$ cat src/rtl/config_pkg.sv
// config_pkg: shared opcodes, error byte and FSM state encoding for packet_engine
package config_pkg;
    localparam logic [7:0] OP_ECHO  = 8'hEC;
    localparam logic [7:0] OP_ADD   = 8'hAD;
    localparam logic [7:0] OP_MUL   = 8'h88;
    localparam logic [7:0] ERR_BYTE = 8'hEE;
    typedef enum logic [3:0] {
        S_OPCODE   = 4'd0,
        S_RESERVED = 4'd1,
        S_LEN_LO   = 4'd2,
        S_LEN_HI   = 4'd3,
        S_ECHO     = 4'd4,
        S_OPERAND  = 4'd5,
        S_MUL_WAIT = 4'd6,
        S_SEND     = 4'd7,
        S_DRAIN    = 4'd8
    } state_t;
endpackage

$ cat src/rtl/iter_mul.sv
// iter_mul: shift-add multiplier, one multiplier bit per cycle, product modulo 2^AW
// Ports: clk, rst (sync, active-high); start loads a/b; done pulses in the last
// of BW busy cycles, with p valid in that same cycle.
module iter_mul #(
    parameter int AW = 64,
    parameter int BW = 32
) (
    input  logic          clk,
    input  logic          rst,
    input  logic          start,
    input  logic [AW-1:0] a,
    input  logic [BW-1:0] b,
    output logic          done,
    output logic [AW-1:0] p
);
    localparam int CW = $clog2(BW + 1);
    logic [AW-1:0] r_a, r_p;
    logic [BW-1:0] r_b;
    logic [CW-1:0] r_cnt;
    logic [AW-1:0] w_next;
    always_comb begin
        w_next = r_p + (r_b[0] ? r_a : '0);
        done   = r_cnt == CW'(1);
        p      = w_next;
    end
    always_ff @(posedge clk) begin
        if (rst) begin
            r_a   <= '0;
            r_b   <= '0;
            r_p   <= '0;
            r_cnt <= '0;
        end else if (start) begin
            r_a   <= a;
            r_b   <= b;
            r_p   <= '0;
            r_cnt <= CW'(BW);
        end else if (r_cnt != '0) begin
            r_p   <= w_next;
            r_a   <= r_a << 1;
            r_b   <= r_b >> 1;
            r_cnt <= r_cnt - CW'(1);
        end
    end
endmodule

$ cat src/rtl/packet_engine.sv
// packet_engine: byte-stream packet processor (ECHO / ADD / MUL) with drain of bad packets
// Ports: clk, rst (sync, active-high); data_i/valid_i/ready_o upstream byte handshake;
// data_o/valid_o/ready_i downstream byte handshake; state_o debug state; busy_o.
// Compile option: PACKET_ENGINE_ERR_RESP_EN adds a 0xEE response after DRAIN.
module packet_engine
    import config_pkg::*;
#(
    parameter int OPERAND_BYTES = 4,
    parameter int RESULT_BYTES  = 8
) (
    input  logic       clk,
    input  logic       rst,
    input  logic [7:0] data_i,
    input  logic       valid_i,
    output logic       ready_o,
    output logic [7:0] data_o,
    output logic       valid_o,
    input  logic       ready_i,
    output logic [3:0] state_o,
    output logic       busy_o
);
    localparam int OW = 8 * OPERAND_BYTES;
    localparam int RW = 8 * RESULT_BYTES;
    state_t        r_state;
    logic [7:0]    r_opcode, r_len_lo;
    logic [15:0]   r_cnt;
    logic [2:0]    r_bcnt;
    logic [3:0]    r_scnt;
    logic [OW-1:0] r_shift, r_operand;
    logic [RW-1:0] r_acc;
    logic          r_fold;
    logic          w_in, w_out, w_send, w_last_byte, w_last_pay, w_op_ok;
    logic          w_mul_start, w_mul_done;
    logic [15:0]   w_len, w_pay;
    logic [OW+7:0] w_cat;
    logic [OW-1:0] w_full;
    logic [RW-1:0] w_prod;
    // SEND holds off valid_o while an ADD operand is still being folded in
    always_comb begin
        w_send      = r_state == S_SEND && !r_fold;
        ready_o     = (r_state == S_ECHO) ? ready_i :
                      (r_state == S_MUL_WAIT || r_state == S_SEND) ? 1'b0 : 1'b1;
        valid_o     = (r_state == S_ECHO) ? valid_i : w_send;
        data_o      = (r_state == S_ECHO) ? data_i : w_send ? r_acc[RW-1 -: 8] : 8'd0;
        state_o     = r_state;
        busy_o      = r_state != S_OPCODE;
        w_in        = valid_i && ready_o;
        w_out       = valid_o && ready_i;
        w_len       = {data_i, r_len_lo};
        w_pay       = w_len - 16'd4;
        w_cat       = {r_shift, data_i};
        w_full      = w_cat[OW-1:0];
        w_last_byte = r_bcnt == 3'(OPERAND_BYTES - 1);
        w_last_pay  = r_cnt == 16'd1;
        w_op_ok     = (r_opcode == OP_ADD || r_opcode == OP_MUL) &&
                      (w_pay % 16'(OPERAND_BYTES)) == 16'd0;
        w_mul_start = r_state == S_OPERAND && w_in && w_last_byte && r_opcode == OP_MUL;
    end
    iter_mul #(.AW(RW), .BW(OW)) u_mul (
        .clk   (clk),
        .rst   (rst),
        .start (w_mul_start),
        .a     (r_acc),
        .b     (w_full),
        .done  (w_mul_done),
        .p     (w_prod)
    );
    always_ff @(posedge clk) begin
        if (rst) begin
            r_state   <= S_OPCODE;
            r_opcode  <= '0;
            r_len_lo  <= '0;
            r_cnt     <= '0;
            r_bcnt    <= '0;
            r_scnt    <= '0;
            r_shift   <= '0;
            r_operand <= '0;
            r_acc     <= '0;
            r_fold    <= 1'b0;
        end else begin
            r_fold <= 1'b0;
            if (r_fold) r_acc <= r_acc + RW'(r_operand);
            case (r_state)
                S_OPCODE: if (w_in) begin
                    r_opcode <= data_i;
                    r_state  <= S_RESERVED;
                end
                S_RESERVED: if (w_in) r_state <= S_LEN_LO;
                S_LEN_LO: if (w_in) begin
                    r_len_lo <= data_i;
                    r_state  <= S_LEN_HI;
                end
                S_LEN_HI: if (w_in) begin
                    r_cnt   <= w_pay;
                    r_bcnt  <= '0;
                    r_acc   <= (r_opcode == OP_MUL) ? RW'(1) : '0;
                    r_state <= (w_len <= 16'd4) ? S_OPCODE :
                               (r_opcode == OP_ECHO) ? S_ECHO :
                               w_op_ok ? S_OPERAND : S_DRAIN;
                end
                S_ECHO: if (w_in) begin
                    r_cnt <= r_cnt - 16'd1;
                    if (w_last_pay) r_state <= S_OPCODE;
                end
                S_OPERAND: if (w_in) begin
                    r_cnt   <= r_cnt - 16'd1;
                    r_shift <= w_full;
                    r_bcnt  <= w_last_byte ? 3'd0 : r_bcnt + 3'd1;
                    if (w_last_byte && r_opcode == OP_MUL) r_state <= S_MUL_WAIT;
                    else if (w_last_byte) begin
                        r_operand <= w_full;
                        r_fold    <= 1'b1;
                        if (w_last_pay) begin
                            r_state <= S_SEND;
                            r_scnt  <= 4'(RESULT_BYTES);
                        end
                    end
                end
                S_MUL_WAIT: if (w_mul_done) begin
                    r_acc   <= w_prod;
                    r_scnt  <= 4'(RESULT_BYTES);
                    r_state <= (r_cnt == 16'd0) ? S_SEND : S_OPERAND;
                end
                S_SEND: if (w_out) begin
                    r_acc  <= r_acc << 8;
                    r_scnt <= r_scnt - 4'd1;
                    if (r_scnt == 4'd1) r_state <= S_OPCODE;
                end
                S_DRAIN: if (w_in) begin
                    r_cnt <= r_cnt - 16'd1;
                    if (w_last_pay) begin
`ifdef PACKET_ENGINE_ERR_RESP_EN
                        // reuse SEND as a one-byte response with the error code on top
                        r_acc   <= RW'(ERR_BYTE) << (RW - 8);
                        r_scnt  <= 4'd1;
                        r_state <= S_SEND;
`else
                        r_state <= S_OPCODE;
`endif
                    end
                end
                default: r_state <= S_OPCODE;
            endcase
        end
    end
endmodule

$ cat config.mk
export PLATFORM = sky130hd
export DESIGN_NAME = packet_engine
export DESIGN_NICKNAME = d
export VERILOG_FILES = /design/src/rtl/config_pkg.sv /design/src/rtl/iter_mul.sv /design/src/rtl/packet_engine.sv
export SDC_FILE = /design/constraint.sdc
export NUM_CORES = 1
export LEC_CHECK = 0
export BUFFER_PORTS_ARGS = -buffer_cell sky130_fd_sc_hd__buf_2
export CAP_MARGIN = 10
export CORE_MARGIN = 4
export CORE_UTILIZATION = 35
export DETAILED_ROUTE_END_ITERATION = 6
export GPL_ROUTABILITY_DRIVEN = 0
export SKIP_CTS_REPAIR_TIMING = 1
export SYNTH_ARGS = -nofsm -noshare
export SYNTH_HDL_FRONTEND = slang
export SYNTH_HIERARCHICAL = 1
export SYNTH_SLANG_ARGS = --single-unit
$ cat constraint.sdc
create_clock -name clk -period 13.5 [get_ports clk]
set_clock_uncertainty 0.05 [all_clocks]
set_input_delay 2.025 -clock clk [delete_from_list [all_inputs] [get_ports clk]]
set_output_delay 2.025 -clock clk [all_outputs]
set_load 0.02 [all_outputs]
==> results of run 1 <==
synthesized netlist by cell type, drive strengths merged (19+ instances only):
master,n
nand2,532
a21oi,477
dfxtp,330
nor2,230
clkbuf,170
ha,104
o21ai,100
and2,83
xnor2,75
nor3,52
inv,44
nand3,44
xor2,41
a22oi,40
a21o,36
nand4,33
mux2i,27
a222oi,22
and3,21
a211oi,20
buf,20
nor2b,20
nand2b,19
area by class of cell:
type | instances | share of cell area
inverter | 44 | 0.007274
timing repair buffer | 47 | 0.01312
tap | 773 | 0.04260
clock buffer | 58 | 0.04921
sequential | 330 | 0.2910
multi-input combinational | 2264 | 0.5895
clock inverter | 11 | 0.007329
metal layers:
metal | vias up | routed length (um) | GRT usage
met5 | - | 0 | 0
met4 | 0 | 1533 | 0.05170
met1 | 9570 | 28570 | 0.2602
li1 | 9876 | - | -
met3 | 107 | 3782 | 0.02845
met2 | 590 | 29050 | 0.3160
worst max path at each step:
stage	from	end	slack [ps]	depth (start not counted)
2_1_floorplan	data_i[0]	data_o[0]	8870	2
3_5_place_dp	valid_i	u_mul/r_p[56]$_SDFFE_PP0P_	7850	8
4_1_cts	u_mul/r_b[0]$_SDFFE_PP0P_	r_acc[63]$_SDFF_PP0_	7960	15
5_1_grt	u_mul/r_b[0]$_SDFFE_PP0P_	r_acc[63]$_SDFF_PP0_	7560	15
6_report	u_mul/r_b[0]$_SDFFE_PP0P_	r_acc[49]$_SDFF_PP0_	8020	15
3_3_place_gp	valid_i	u_mul/r_p[60]$_SDFFE_PP0P_	7930	8
cells by family (layout without fill, tap and decap cells):
| kind of cell | Yosys count | count (layout) |
|---|---|---|
| compound gates | 895 | 895 |
| xor+xnor | 116 | 116 |
| simple gates | 1116 | 1116 |
| buf+inv | 234 | 160 |
| flops | 330 | 330 |
| mux | 31 | 31 |
| fa+ha+maj | 106 | 106 |
worst register-to-register path: cells and delay by family, from the launching register on:
kind            cells  cell delay (ps)
xor+xnor            1              230
fa+ha+maj           1              150
flops               1              990
simple gates        4              980
compound gates      9             2990
where the power goes:
group	switching, mW	total, mW	internal (mW)
Clock	0.432	1.08	0.649
Combinational	0.453	0.563	0.110
Sequential	0.0364	1.04	1.00
state kept, by name, indices dropped and copies added (netlist names):
name         cells
r_cnt           16
u_mul/r_b       32
r_opcode         8
r_acc           64
u_mul/r_a       64
u_mul/r_cnt      6
r_scnt           4
state_o          4
r_len_lo         8
r_operand       32
r_bcnt           3
r_fold           1
r_shift         24
u_mul/r_p       64
==> metrics.md, run 1 <==
| Metric | Value |
|---|---|
| Initial antenna violation count | `0` |
| Required time of the worst setup path | `13910 ps` |
| Simple logic cell fraction of the synthesized area | `0.2433` |
| Area growth, synth to finish | `8.919%` |
| Arr. time, crit path | `5890 ps` |
| Crit-path cells | `and2_1, ha_1, a21oi_1, nor2_1, nor2_1, o221a_2, o41ai_2, a41oi_1, o41ai_2, a311o_1, a41oi_1, xnor2_1, a22oi_1, and2_1, a311oi_1` |
| Critical path endpoint category | `flip-flop` |
| Crit path max-delay family | `compound AO/OA/AOI/OAI gates` |
| CP max stage cell | `dfxtp_2` |
| Yosys cell types | `92` |
| Multi-input gate area | `approximately 0.013 mm2` |
| Worst hold slack | `407.6 ps` |
| Synth async-reset ratio | `0` |
| Commonest non-fill, non-tap cell in the layout | `nand2_1` |
| Max Fanout on Critical Path | `65` |
| GRT Resource Usage Total | `0.1907` |
| R2R setup slack | `8020 ps` |
| NumNets Final | `2844` |
| TritonCTS clock tree | `done` |
| Final WS setup | `8020 ps` |
| Setup CP Type | `reg2reg` |
| Cells on Worst Hold Path | `2` |
| Final period util | `0.4059` |
| Post-Syn Nets | `around 3k` |
| Syn Inst Count | `2828` |
| Yosys top cell area share | `0.3169` |
| Hold Path Origin | `u_mul/r_p[30]$_SDFFE_PP0P_` |
| Antenna Violating Nets Remaining | `0` |
| HP Class | `reg2reg` |
| Mapped cell area | `approximately 0.021 mm2` |
| Fill count | `~6.2k` |
| Peak supply drop | `approximately 0.14 mV` |
| Fmax achieved | `182.5 MHz` |
| Die W | `252.1 um` |
| Ports | `27` |
| Starting Density | `0.3532` |
| Max Slew Vio Count | `0` |
| Seq cells post-synth | `330` |
| Row count | `89` |
| Core Area | `0.05902 mm2` |
| Placed cells | `about 3.5k` |
| Worst Tran Pin Value | `1168 ps` |
| First-pass GRT wire length | `101000 um` |
| Setup TNS Final | `0 ps` |
| Compound-gate portion of the synthesized area | `0.2682` |
| DP Worst Slack | `7850 ps` |
| Remaining Overflow, GRT | `0` |
| Pwr dens | `118.1 mW/mm2` |
| Final Hold Vio Count | `0` |
| EDFF count, synth | `0` |
| Unrepaired setup endpoints after global routing | `no` |
| Iter 0 DRT Violations | `1812` |
| Highest-count cells in the layout ignoring fill and taps | `nand2_1, a21oi_1, dfxtp_1` |
| Outcome | `complete, no violations` |
| Hold Path End | `u_mul/r_p[30]$_SDFFE_PP0P_` |
| Crit Reg-Reg Startpoint | `u_mul/r_b[0]$_SDFFE_PP0P_` |
| Post-synthesis xor/xnor area fraction | `0.04874` |
| Startpoint Class | `flip-flop` |
| Final Total Pwr | `2.681 mW` |
| CTS sink cnt | `330` |
| Clock latency at the later pin of the worst-skew pair | `570 ps` |
| HPWL Detailed | `approximately 43000 um` |
| Fin crit period | `5480 ps` |
| Vias per cell | `about 5.7` |
| DP Area | `between 0.02 and 0.025 mm2` |
| Number of port buffers | `26` |
| Adder-cell share of the synthesized area | `0.06434` |
| Buf+Inv Stages, Crit Path | `0` |
| Mux cell area share after synthesis | `0.01513` |
| Layout Cells excl Fill | `3527` |
| Crit-path max cell delay | `a little under 1000 ps` |
| Yosys warning total | `6` |
| Synth Flop Type | `dfxtp_1` |
| Reg2reg path depth | `15` |
| Vias | `20.14k` |
| Main area contributors after synthesis | `dfxtp_1, a21oi_1, nand2_1` |
| Vias in the first global route | `18.88k` |
| Number of inserted diodes | `0` |
| Largest family of logic cells by synthesized area | `compound AO/OA/AOI/OAI gates` |
| Design Area, Final | `0.02271 mm2` |
| Share of cells above drive strength 1 | `0.05628` |
| Wire length per cell | `around 18 um` |
| Worst-path clk slew | `60 ps` |
| Yosys top cell by area | `dfxtp_1` |
| Slew headroom | `0.2181` |
| Die ar. | `0.06353 mm2` |
| Drt pass-1 iters | `6` |
| P_leak | `8.423 nW` |
| Avg Cell Area, Syn | `around 7.4 um2` |
| Total clock buffers created by CTS | `39` |
| Setup Viol. Count Final | `0` |
| Core Util, Final | `0.3847` |
| Seq. cell area | `roughly 0.0066 mm2` |
| Root Buffer | `clkbuf_16` |
| Largest net degree at the start of global routing | `about 110` |
| DRC viols | `0` |
| Sequential cell area fraction in the yosys report | `0.3169` |
| Worst flop-to-flop path endpoint | `r_acc[49]$_SDFF_PP0_` |
| DIE HEIGHT | `between 200 and 300 um` |
| Total of max-cap violations | `0` |
| Clk buf depth | `3` |
| Final wirelength | `62930 um` |
| CTS H-tree depth | `2` |
Power figures use the tool's default switching activity.
==> run 2, diff against run 1 <==
Clock period 13.5 ns to 4.39 ns, I/O delays scaled along.
==> metrics.md, run 2 (synthesized netlist as in run 1, its figures left out) <==
| Metric | Value |
|---|---|
| Worst Tran Pin Value | `1169 ps (+0.9839 ps)` |
| Share of cells above drive strength 1 | `0.08654 (+0.03026)` |
| Final WS setup | `124.0 ps (-7896 ps)` |
| CP max stage cell | `a221o_2` |
| Highest-count cells in the layout ignoring fill and taps | `nand2_1, a21oi_1, dfxtp_1` |
| Total of max-cap violations | `0 (unchanged)` |
| Biggest regs | `r_acc (64), u_mul/r_a (64), u_mul/r_p (64)` |
| Initial antenna violation count | `0 (unchanged)` |
| Largest net degree at the start of global routing | `122 (+15%)` |
| Remaining Overflow, GRT | `0 (unchanged)` |
| Vias in the first global route | `18.75k (-0.68%)` |
| Clk buf depth | `3 (unchanged)` |
| Starting Density | `0.3532 (unchanged)` |
| First-pass GRT wire length | `100600 um (-0.41%)` |
| DP Worst Slack | `-20.90 ps (-7871 ps)` |
| GRT Resource Usage Total | `0.1881 (-0.002601)` |
| Slew headroom | `0.2175 (-0.0006590)` |
| Outcome | `complete, no violations` |
| Ports | `27 (unchanged)` |
| Worst hold slack | `406.3 ps (-1.220 ps)` |
| Max Fanout on Critical Path | `4 (-94%)` |
| Required time of the worst setup path | `4790 ps (-9120 ps)` |
| Clock latency at the later pin of the worst-skew pair | `570 ps (about the same)` |
| Vias per cell | `5.635 (-1.3%)` |
| Fin crit period | `4266 ps (-1214 ps)` |
| Setup CP Type | `reg2reg` |
| Critical path endpoint category | `flip-flop` |
| Drt pass-1 iters | `6 (unchanged)` |
| Setup Viol. Count Final | `0 (unchanged)` |
| Crit-path max cell delay | `390 ps (-600 ps)` |
| CTS H-tree depth | `2 (unchanged)` |
| Die ar. | `0.06353 mm2 (unchanged)` |
| Unrepaired setup endpoints after global routing | `yes` |
| Die W | `252.1 um (unchanged)` |
| Final Hold Vio Count | `0 (unchanged)` |
| Setup TNS Final | `0 ps (unchanged)` |
| Number of inserted diodes | `0 (unchanged)` |
| Final wirelength | `62390 um (-0.86%)` |
| Root Buffer | `clkbuf_16` |
| Peak supply drop | `0.4296 mV (+200%)` |
| DRC viols | `0 (unchanged)` |
| Core Util, Final | `0.3978 (+0.01312)` |
| Crit-path cells | `and2_4, ha_4, fa_2, a21o_1, a221o_2, o311ai_2, buf_4, a211oi_4, a21oi_4, o31ai_4, a211o_1, a31oi_4, nor3b_2, a221oi_2, xnor2_1, a22oi_2, a21oi_2, a21boi_2` |
| DIE HEIGHT | `252.1 um (unchanged)` |
| Final period util | `0.9717 (+0.5658)` |
| Buf+Inv Stages, Crit Path | `1 (+1)` |
| Max Slew Vio Count | `0 (unchanged)` |
| Vias | `20.18k (+0.17%)` |
| NumNets Final | `2898 (+1.9%)` |
| Number of port buffers | `26 (unchanged)` |
| HP Class | `reg2reg` |
| Area growth, synth to finish | `12.63%` |
| Pwr dens | `358.9 mW/mm2 (+200%)` |
| Startpoint Class | `flip-flop` |
| Crit path max-delay family | `compound AO/OA/AOI/OAI gates` |
| HPWL Detailed | `44090 um (+2.3%)` |
| Iter 0 DRT Violations | `1840 (+1.5%)` |
| CTS sink cnt | `330 (unchanged)` |
| P_leak | `8.821 nW (+4.7%)` |
| TritonCTS clock tree | `done` |
| Arr. time, crit path | `4670 ps (-1220 ps)` |
| Fmax achieved | `234.4 MHz (+28%)` |
| Total clock buffers created by CTS | `41 (+5.1%)` |
| DP Area | `0.02178 mm2 (+1.7%)` |
| Wire length per cell | `17.42 um (-2.4%)` |
| Commonest non-fill, non-tap cell in the layout | `nand2_1` |
| Antenna Violating Nets Remaining | `0 (unchanged)` |
| Row count | `89 (unchanged)` |
| Design Area, Final | `0.02348 mm2 (+3.4%)` |
| Fill count | `6009 (-2.6%)` |
| Core Area | `0.05902 mm2 (unchanged)` |
| Worst-path clk slew | `60 ps (about the same)` |
run 2: cell count changes in the layout (fill, tap and decap cells not counted), sizes merged:
cell      delta
inv          -3
clkinv       +1
buf         +52
clkbuf       +2
clkinvlp     +2
run 2: layer usage:
layer / vias to the layer above / GRT usage / part of all wire
met5: - / 0 / 0
met4: 0 / 0.04934 / 0.021
met3: 93 / 0.02835 / 0.058
met2: 535 / 0.3027 / 0.45
met1: 9564 / 0.2645 / 0.47
li1: 9986 / - / -
run 2: final cells by class:
class	instances	area, um2	area share
Clock inverter	11	175.2	0.007460
Clock buffer	60	1209	0.05148
Multi-Input combinational cell	2264	13590	0.5790
Inverter	44	165.2	0.007034
Timing Repair Buffer	99	762.0	0.03245
Sequential cell	330	6608	0.2814
Tap cell	773	967.2	0.04119
run 2: report_power, final:
group          total (mW)  switching (mW)  leakage [nW]  internal [mW]
logic                1.74            1.35          5.49          0.385
clock network        3.51            1.37         0.672           2.14
registers            3.18           0.101          2.66           3.08
run 2: final timing paths:
check | slack [ps] | start | cells past startpoint | to
max | 120 | u_mul/r_b[0]$_SDFFE_PP0P_ | 18 | r_acc[60]$_SDFF_PP0_
min | 410 | u_mul/r_p[38]$_SDFFE_PP0P_ | 2 | u_mul/r_p[38]$_SDFFE_PP0P_
max reg2reg | 120 | u_mul/r_b[0]$_SDFFE_PP0P_ | 18 | r_acc[60]$_SDFF_PP0_
min reg2reg | 410 | u_mul/r_p[38]$_SDFFE_PP0P_ | 2 | u_mul/r_p[38]$_SDFFE_PP0P_
run 2: worst reg2reg max path, delay by kind of cell (launching register included):
kind                     cells  cell delay [ps]
adder cells (fa/ha/maj)      2              520
AO/OA/AOI/OAI               12             2690
XOR/XNOR                     1              150
flip-flops                   1              330
buffers and inverters        1              180
AND/OR/NAND/NOR              2              230
run 2: per-stage QoR:
stage,instances,power (mW)
final,3581,8.426
after global routing,3581,8.814
after CTS,3570,8.517
after detailed placement,3499,4.990
after global placement,3499,4.960
after floorplan,2828,4.470
==> run 3, diff against run 2 <==
Clock period 4.39 ns to 4.35 ns, I/O delays scaled along.
==> metrics.md, run 3 (synthesized netlist as in run 1, its figures left out) <==
| Metric | Value |
|---|---|
| GRT Resource Usage Total | `0.1912 (+0.003082)` |
| Number of port buffers | `26 (unchanged)` |
| DIE HEIGHT | `252.1 um (unchanged)` |
| DRC viols | `0 (unchanged)` |
| Area growth, synth to finish | `13.88%` |
| Unrepaired setup endpoints after global routing | `yes` |
| Initial antenna violation count | `0 (unchanged)` |
| Crit Reg-Reg Startpoint | `u_mul/r_a[0]$_SDFFE_PP0P_` |
| Worst Tran Pin Value | `1015 ps (-154.3 ps)` |
| Die ar. | `0.06353 mm2 (unchanged)` |
| First-pass GRT wire length | `101600 um (+1.1%)` |
| Remaining Overflow, GRT | `0 (unchanged)` |
| P_leak | `8.905 nW (+0.95%)` |
| Gate power share | `0.214 (+0.008)` |
| Clock Power Share | `0.410 (-0.007)` |
| Biggest regs | `r_acc (64), u_mul/r_a (64), u_mul/r_p (64)` |
| Clk buf depth | `3 (unchanged)` |
| Worst-path clk slew | `60 ps (about the same)` |
| CTS sink cnt | `330 (unchanged)` |
| R2R setup slack | `60 ps (-60 ps)` |
| Clock latency at the later pin of the worst-skew pair | `570 ps (about the same)` |
| Peak supply drop | `0.4748 mV (+11%)` |
| Met2 wire len | `28800 um (+2.9%)` |
| CTS H-tree depth | `2 (unchanged)` |
| Setup Viol. Count Final | `0 (unchanged)` |
| Highest-count cells in the layout ignoring fill and taps | `nand2_1, a21oi_1, dfxtp_1` |
| Commonest non-fill, non-tap cell in the layout | `nand2_1` |
| Slew headroom | `0.3232 (+0.1057)` |
| Fill count | `6009 (unchanged)` |
| Core Area | `0.05902 mm2 (unchanged)` |
| Final Hold Vio Count | `0 (unchanged)` |
| Fin crit period | `4285 ps (+19.07 ps)` |
| Final period util | `0.9851 (+0.01332)` |
| Uppermost routed layer | `met4` |
| Vias per cell | `5.708 (+1.3%)` |
| Crit-path cells | `and2_1, ha_2, fa_2, a21o_1, a221o_2, o311ai_2, buf_4, a211oi_4, a21oi_4, o31ai_4, a211o_1, a31oi_4, o21ai_2, a41oi_2, xnor2_1, a22oi_1, a21boi_2, a221oi_2` |
| Final wirelength | `64150 um (+2.8%)` |
| CP Capture Point | `r_acc[62]$_SDFF_PP0_` |
| WL met3 | `3888 um (+7.6%)` |
| Drt pass-1 iters | `6 (unchanged)` |
| Antenna Violating Nets Remaining | `0 (unchanged)` |
| Setup TNS Final | `0 ps (unchanged)` |
| Reg power frac | `0.376 (about the same)` |
| CP max stage cell | `a221o_2` |
| Worst hold slack | `405.9 ps (-0.3980 ps)` |
| Startpoint Class | `flip-flop` |
| Switch share | `0.3375 (+0.002189)` |
| Multi-input gate area | `0.01373 mm2 (+0.97%)` |
| Reg2reg path depth | `18 (unchanged)` |
| Arr. time, crit path | `4720 ps (+50 ps)` |
| Setup CP Type | `reg2reg` |
| Crit path from | `u_mul/r_a[0]$_SDFFE_PP0P_` |
| Largest net degree at the start of global routing | `142 (+16%)` |
| Vias | `20.56k (+1.9%)` |
| Number of inserted diodes | `0 (unchanged)` |
| Crit path max-delay family | `compound AO/OA/AOI/OAI gates` |
| Buf+Inv Stages, Crit Path | `1 (unchanged)` |
| Pint | `5.648 mW (+0.84%)` |
| Psw | `2.877 mW (+1.8%)` |
| Starting Density | `0.3532 (unchanged)` |
| Wire length per cell | `17.82 um (+2.3%)` |
| Ports | `27 (unchanged)` |
| Total clock buffers created by CTS | `40 (-2.4%)` |
| Share of cells above drive strength 1 | `0.1033 (+0.01671)` |
| Critical path endpoint category | `flip-flop` |
| HP Class | `reg2reg` |
| Required time of the worst setup path | `4790 ps (about the same)` |
| Vias in the first global route | `19.04k (+1.5%)` |
| Root Buffer | `clkbuf_16` |
| Seq. cell area | `0.006609 mm2 (about the same)` |
| Die W | `252.1 um (unchanged)` |
| Pwr dens | `359.1 mW/mm2 (about the same)` |
| Crit-path max cell delay | `400 ps (about the same)` |
| HPWL Detailed | `44880 um (+1.8%)` |
| Outcome | `complete, no violations` |
| Row count | `89 (unchanged)` |
| Total of max-cap violations | `0 (unchanged)` |
| Worst path depth | `18 (unchanged)` |
| Iter 0 DRT Violations | `1760 (-4.3%)` |
| Max Slew Vio Count | `0 (unchanged)` |
| Max Fanout on Critical Path | `3 (-1)` |
| Worst flop-to-flop path endpoint | `r_acc[62]$_SDFF_PP0_` |
| M1 WL | `29890 um (+1.4%)` |
| Fmax achieved | `233.4 MHz (-0.45%)` |
| TritonCTS clock tree | `done` |
| NumNets Final | `2915 (+0.59%)` |
==> run 3: cell count changes in the layout (fill, tap and decap cells not counted), sizes merged <==
cell / change
buf: +18
clkbuf: -3
inv: +3
clkinv: +2
==> run 3: power groups by stage <==
stage | clock, mW | sequential, mW | combinational (mW)
floorplan | 0 | 3.23 | 1.28
global placement | 0 | 3.26 | 1.79
detailed placement | 0 | 3.27 | 1.82
CTS | 3.57 | 3.20 | 1.83
global route | 3.68 | 3.22 | 2.01
finish | 3.49 | 3.21 | 1.83
==> run 3: cell type report <==
| cell class | count | share of cell area |
|---|---|---|
| inverters | 44 | 0.006957 |
| clock buffers | 57 | 0.04912 |
| well taps | 773 | 0.04074 |
| multi-input cells | 2264 | 0.5782 |
| flip-flops and latches | 330 | 0.2784 |
| clock inverters | 16 | 0.008433 |
| repair buffers | 117 | 0.03816 |
==> run 3: routing by layer <==
metal	track usage	vias up
li1	-	10040
met4	0.05454	0
met1	0.2704	9752
met3	0.02288	105
met2	0.3081	656
met5	0	-
==> run 3: how the worst min path moves through the flow <==
stage,start,endpoint,slack [ps],cells past startpoint
finish,u_mul/r_p[45]$_SDFFE_PP0P_,u_mul/r_p[45]$_SDFFE_PP0P_,410,2
floorplan,r_bcnt[1]$_SDFFE_PP0P_,r_bcnt[1]$_SDFFE_PP0P_,390,2
detailed placement,u_mul/r_p[50]$_SDFFE_PP0P_,u_mul/r_p[50]$_SDFFE_PP0P_,400,2
CTS,data_i[7],r_shift[7]$_SDFFE_PP0P_,400,3
global placement,r_bcnt[1]$_SDFFE_PP0P_,r_bcnt[1]$_SDFFE_PP0P_,390,2
global route,u_mul/r_p[30]$_SDFFE_PP0P_,u_mul/r_p[30]$_SDFFE_PP0P_,420,2
==> run 3: worst reg2reg max path, cell delays in order (launching register included) <==
cell	delay, ps
dfxtp_2	320
and2_1	150
ha_2	190
fa_2	360
a21o_1	180
a221o_2	400
o311ai_2	220
buf_4	180
a211oi_4	80
a21oi_4	250
o31ai_4	110
a211o_1	380
a31oi_4	280
o21ai_2	130
a41oi_2	160
xnor2_1	170
a22oi_1	140
a21boi_2	220
a221oi_2	240
==> run 3: metrics by stage <==
step | cell area [um2] | setup WS [ps] | cells | util | total power, mW
4_1_cts | 23290 | -144.6 | 3588 | 0.3946 | 8.597
3_3_place_gp | 21920 | 22.81 | 3515 | 0.3715 | 5.055
6_report | 23740 | 64.97 | 3601 | 0.4022 | 8.525
5_1_grt | 23740 | -68.16 | 3601 | 0.4022 | 8.907
2_1_floorplan | 20850 | 69.34 | 2828 | - | 4.511
3_5_place_dp | 21920 | -99.23 | 3515 | 0.3715 | 5.094
